==> src/rtl/serial_bit_rev_deser_pkg.sv <==
// Shared types for the serial bit-order deserializer.
// The receiver FSM either collects bits or holds one finished word.
package serial_deser_pkg;

  typedef enum logic {
    RECV = 1'b0,
    HOLD = 1'b1
  } deser_state_t;

endpackage

==> src/rtl/serial_bit_rev_deser_bit_rev.sv <==
// Purely combinational NBITS-wide bit reverser: data_o[i] = data_i[NBITS-1-i].
module bit_rev_nb #(
  parameter int NBITS = 8
) (
  input  logic [NBITS-1:0] data_i,
  output logic [NBITS-1:0] data_o
);

  for (genvar gi = 0; gi < NBITS; gi++) begin : g_rev
    assign data_o[gi] = data_i[NBITS-1-gi];
  end

endmodule

==> src/rtl/serial_bit_rev_deser.sv <==
// Serial-to-parallel receiver: one bit per handshake, NBITS-bit words out
// through a single holding register, in LSB-first or MSB-first wire order.
module serial_bit_rev_deser
  import serial_deser_pkg::*;
#(
  parameter int NBITS = 8
) (
  input  logic             clk,
  input  logic             reset_n,
  input  logic             in_val,
  output logic             in_rdy,
  input  logic             in_bit,
  input  logic             msb_first,
  output logic             out_val,
  input  logic             out_rdy,
  output logic [NBITS-1:0] out_msg
);

  localparam int CW = $clog2(NBITS + 1);
  localparam logic [CW-1:0] LAST_IDX = CW'(NBITS - 1);

  deser_state_t     state_q;
  logic [CW-1:0]    count_q;
  logic [NBITS-1:0] sreg_q;
  logic             order_q;
  logic             out_val_q;
  logic [NBITS-1:0] out_msg_q;

  logic [NBITS-1:0] sreg_d;
  logic [NBITS-1:0] sreg_rev;
  logic             bit_fire;

  // New bits enter at the MSB, so after NBITS shifts the first bit sits at [0].
  assign sreg_d   = {in_bit, sreg_q[NBITS-1:1]};
  assign in_rdy   = (state_q == RECV) || (state_q == HOLD && out_rdy);
  assign bit_fire = in_val && in_rdy;
  assign out_val  = out_val_q;
  assign out_msg  = out_msg_q;

  bit_rev_nb #(
    .NBITS (NBITS)
  ) u_bit_rev (
    .data_i (sreg_d),
    .data_o (sreg_rev)
  );

  always_ff @(posedge clk or negedge reset_n) begin
    if (!reset_n) begin
      state_q   <= RECV;
      count_q   <= '0;
      sreg_q    <= '0;
      order_q   <= 1'b0;
      out_val_q <= 1'b0;
      out_msg_q <= '0;
    end else begin
      case (state_q)
        RECV: begin
          if (bit_fire) begin
            sreg_q <= sreg_d;
            if (count_q == '0) begin
              order_q <= msb_first;
            end
            if (count_q == LAST_IDX) begin
              count_q   <= '0;
              state_q   <= HOLD;
              out_val_q <= 1'b1;
              out_msg_q <= order_q ? sreg_rev : sreg_d;
            end else begin
              count_q <= count_q + 1'b1;
            end
          end
        end
        HOLD: begin
          // Draining and accepting the next word's first bit share one cycle.
          if (out_rdy) begin
            state_q   <= RECV;
            out_val_q <= 1'b0;
            if (in_val) begin
              sreg_q  <= sreg_d;
              order_q <= msb_first;
              count_q <= CW'(1);
            end else begin
              count_q <= '0;
            end
          end
        end
        default: begin
          state_q <= RECV;
          count_q <= '0;
        end
      endcase
    end
  end

endmodule

==> config.mk <==
export PLATFORM = sky130hd
export DESIGN_NAME = serial_bit_rev_deser
export DESIGN_NICKNAME = d
export VERILOG_FILES = /design/src/rtl/serial_bit_rev_deser_pkg.sv /design/src/rtl/serial_bit_rev_deser_bit_rev.sv /design/src/rtl/serial_bit_rev_deser.sv
export SDC_FILE = /design/constraint.sdc
export NUM_CORES = 1
export LEC_CHECK = 0
export CAP_MARGIN = 15
export CORE_MARGIN = 2
export CORE_UTILIZATION = 38
export CTS_BUF_LIST = sky130_fd_sc_hd__clkbuf_16
export CTS_CLUSTER_DIAMETER = 200
export DETAILED_ROUTE_END_ITERATION = 7
export MAX_ROUTING_LAYER = met4
export PLACE_DENSITY_LB_ADDON = 0.3
export REMOVE_ABC_BUFFERS = 1
export SLEW_MARGIN = 20
export SYNTH_ARGS = -nofsm -noshare
export SYNTH_HDL_FRONTEND = slang
export SYNTH_HIERARCHICAL = 1
export SYNTH_SLANG_ARGS = --single-unit
==> constraint.sdc <==
create_clock -name clk -period 1.9 [get_ports clk]
set_input_delay 0.475 -clock clk [delete_from_list [all_inputs] [get_ports clk]]
set_output_delay 0.475 -clock clk [all_outputs]
set_load 0.01 [all_outputs]
* Word-level counts from Yosys, hierarchy flattened *
Cells that the tools add are included.

word-level totals
  logic and storage cells = 46
  register bits after elaboration = 23
  input bits = 6
  output and inout port bits = 10

operators by class
  $add $sub $neg = 1
  reductions and logical operators = 9
  eq/ne operators = 6
  bitwise operators = 1
  muxes and demuxes = 23

operators by type and width
  cell                 count
  $mux 8               4
  $pmux 8 s2           1
  $mux 4               3
  $mux 1               11
  $reduce_and 3->1     3
  $pmux 4 s2           1
  $ne 2x2->1 const B   3
  $pmux 1 s2           3
  $add 4x1->4 const B  1
  $eq 4x3->1 const B   1
  $logic_not 4->1      1
  $ne 2x1->1 const B   2
  $reduce_and 4->1     1
  $logic_and 1x1->1    2
  $reduce_and 2->1     1
  $logic_or 1x1->1     1
  $not 1->1            1

* Longest topological paths before layout *
  depth in word-level cells = 5
  gate-level depth with buffers = 5
  mapped depth without buffers = 5

* Hierarchy *
Netlist, hierarchy kept.

modules (own cells, without submodules)
  module                seq. area each (µm²)  area each (µm²)  cells each  instances
  serial_bit_rev_deser  550.5                 1123.6           81          1
  bit_rev_nb            0.0                   60.1             8           1

* Worst setup path before layout *
Ideal clock, no wire load.

  path type = reg-to-reg
  start point = reg count_q[0]
  end point = reg out_msg_q[0] (netlist: out_msg[0])
  slack = 0.479 ns
  library setup time = 0.125 ns
  clock period less this slack = 1.421 ns
  required time = 1.775 ns
  stages on the path, launching flop included = 5
  data arrival time = 1.297 ns
  path buffers = 0
  cell sequence = dfrtp_1 ha_1 nand3b_4 nor2_8 mux2_2

between the ends
  word-level cells in the longest chain between the ends = 2

RTL lines
  element                     line                        RTL
  from (decl)                 serial_bit_rev_deser.sv:23  logic [CW-1:0] count_q;
  from (signal assigned)      serial_bit_rev_deser.sv:69  count_q <= count_q + 1'b1;
  $eq 4x3->1                  serial_bit_rev_deser.sv:63  if (count_q == LAST_IDX) begin
  $reduce_and 3->1 (no line)  -
  to (signal assigned)        serial_bit_rev_deser.sv:67  out_msg_q <= order_q ? sreg_rev : sreg_d;
  to (decl)                   serial_bit_rev_deser.sv:27  logic [NBITS-1:0] out_msg_q;

Every way passes these cells.
A chain may end at the register's enable or synchronous reset.

* Final worst setup path *
  start point = in out_rdy
  end point = out in_rdy

between the ends
  word-level cells in the longest chain between the ends = 2

RTL lines
  element            line                        RTL
  from (decl)        serial_bit_rev_deser.sv:15  input logic out_rdy,
  $logic_and 1x1->1  serial_bit_rev_deser.sv:35  assign in_rdy = (state_q == RECV) || (state_q == HOLD && out_rdy);
  $logic_or 1x1->1   serial_bit_rev_deser.sv:35
  to (decl)          serial_bit_rev_deser.sv:11  output logic in_rdy,

Every way passes these cells.

==> out/qor.csv <==
metric,value,unit
drc_errors,0,
dp.cells,129,
critical_path.max_stage_delay,0.42,ns
grt_pass1_vias,744,
worstSetupEndpoint,in_rdy,
endpoint_kind,output port,
first_pass_iters,2,
yosys-top-cells-area,"dfrtp_1, mux2_2, buf_4",
via_per_inst,5.08,
yosysUniqueCellTypes,28,
antenna_found_initial,0,
critPathKind,input port to output port,
placed_cell_area,1300,um2
hp-class,register to register,
cts_root_buf,clkbuf_16,
start_util,0.394,
leakage,0.627,nW
hold_ws,0.480,ns
crit_arrival,1.36,ns
wl_per_cell,13.9,um
numClockSinks,22,
die_area,3580,um2
wirelength,1850,um
peakVddDrop,0.724,mV
n_fill_cell,280,
rsz0062_at_grt,no,
design.core.area,3000,um2
synth_area,1180,um2
ys.flop_type,dfrtp_1,
io_buffers,15,
yosys-top-cells-count,"dfrtp_1, mux2_2, buf_4",
grt_max_degree,23,
n_antenna_cell,0,
numCtsBuffers,3,
crit_required,1.42,ns
finalSetupViolations,0,
fin_cells,133,
period_needed,1.84,ns
synth_seq_cells,22,
avgSynthCellArea,13.3,um2
skew,0.00296,ns
die_w,59.8,um
ant_nets,0,
crit_slowest_cell,clkdlybuf4s50_1,
power,2.32,mW
fin_crit_sh,0.967,
drive_gt1_frac,0.390,
globalRoute.totalOverflow,0,
insertion_delay,0.26,ns
fmax,0.544,GHz
clk_pin_slew,0.06,ns
layout.nets,109,
ctsHoldBuffers,0,
worstMarginPinSlew,0.382,ns
cts_tree,yes,
yosysWarnings,6,
reg2reg_slack,0.33,ns
gr-usage-all-layers,0.133,
ff2ff_path_depth,4,
syn_to_final_growth,18.6,%
final.setup.tns,0,ns
fp-row-count,20,
maxCapViolations,0,
path_cells,clkdlybuf4s50_1 > nand2b_2 > dlygate4sd2_1,
p_per_area,1650,nW/um2
critPathLaunch,out_rdy,
cts_buffer_depth,2,
maxSlewHeadroom,0.745,
seq_area_frac_synth,0.465,
rr_startpoint,count_q[0],
syn-instance-count,89,
drt-initial-drc-count,4,
maxSlewViolCount,0,
startpoint_type,input port,
synth_edf_count,0,
vias,676,
synth_top_cell_by_area,dfrtp_1,
cp_max_fo,2,
fp.dieH,59.8,um
finalHoldViolations,0,
htreeDepth,1,
yosysTopAreaCellShare,0.465,
async_flop_share,1.00,
final_area,1400,um2
status,completed,
dpl.hpwl,1280,um
grt_pass1_wl,3310,um
io_pins,16,
gp_congestion,0.833,
r2r_end,out_msg[6],
sequential cells by signal, indices dropped and copies added, names as in the netlist:
| name | cells |
|---|---|
| out_msg | 8 |
| out_val | 1 |
| count_q | 4 |
| sreg_q | 7 |
| state_q | 1 |
| order_q | 1 |
layer usage:
layer,track usage,share of wire,vias up
met3,0.0260,0.025,6
li1,-,-,324
met1,0.161,0.45,338
met2,0.200,0.49,8
met5,-,0,-
met4,0.0857,0.029,0
cell type report:
| cell class | count | area, um2 | area share |
|---|---|---|---|
| timing repair buffer | 19 | 179 | 0.127 |
| tap | 33 | 41.3 | 0.0294 |
| clock inverter | 1 | 30.0 | 0.0214 |
| clock buffer | 3 | 75.1 | 0.0535 |
| multi-input combinational | 51 | 513 | 0.365 |
| inverter | 4 | 15.0 | 0.0107 |
| sequential | 22 | 551 | 0.392 |
how the worst min path moves through the flow:
| stage | from | endpoint | slack, ns | depth (start not counted) |
|---|---|---|---|---|
| after floorplan | reset_n | count_q[0] | 0.18 | 0 |
| after global placement | out_val | out_val | 0.47 | 1 |
| after detailed placement | out_val | out_val | 0.47 | 1 |
| final | out_val | out_val | 0.48 | 1 |
| after global routing | out_val | out_val | 0.51 | 1 |
| after CTS | out_val | out_val | 0.49 | 1 |
cell usage in the layout (no fill, tap or decap), types with 2 or more instances in the layout:
cell and count:
buf_4 4, clkbuf_16 3, clkdlybuf4s50_1 14, dfrtp_1 22
ha_1 2, inv_1 4, mux2_2 22, mux2_4 2
nand2_1 2, nor3_1 2, o21ai_0 3
metrics by stage:
stage | worst slack, ns | util
6_report | 0.0629 | 0.468
5_1_grt | 0.0270 | 0.468
4_1_cts | 0.0588 | 0.468
3_5_place_dp | -0.181 | 0.433
3_3_place_gp | -0.159 | 0.433
2_1_floorplan | 0.479 | -
critical path: cells and delay by family:
family / cells / cell delay, ns
buffers and inverters: 2 / 0.70
and+or+nand+nor: 1 / 0.18
repair_timing:
item,in CTS,in global routing
gates resized for setup,1,0
setup buffers,0,0
endpoints found under the setup margin,1,0
cell families after synthesis:
logic type,Yosys count,synth area share
fa+ha+maj,2,0.0211
flops,22,0.465
xor+xnor,1,0.00740
simple gates,14,0.103
mux,25,0.243
buf+inv,16,0.101
compound gates,9,0.0592
report_power, final:
part / switching [mW] / internal [mW] / total [mW]
sequential: 0.195 / 0.681 / 0.876
combinational: 0.296 / 0.554 / 0.849
clock: 0.177 / 0.419 / 0.596
total: 0.668 / 1.65 / 2.32
Power figures use the tool's default switching activity.
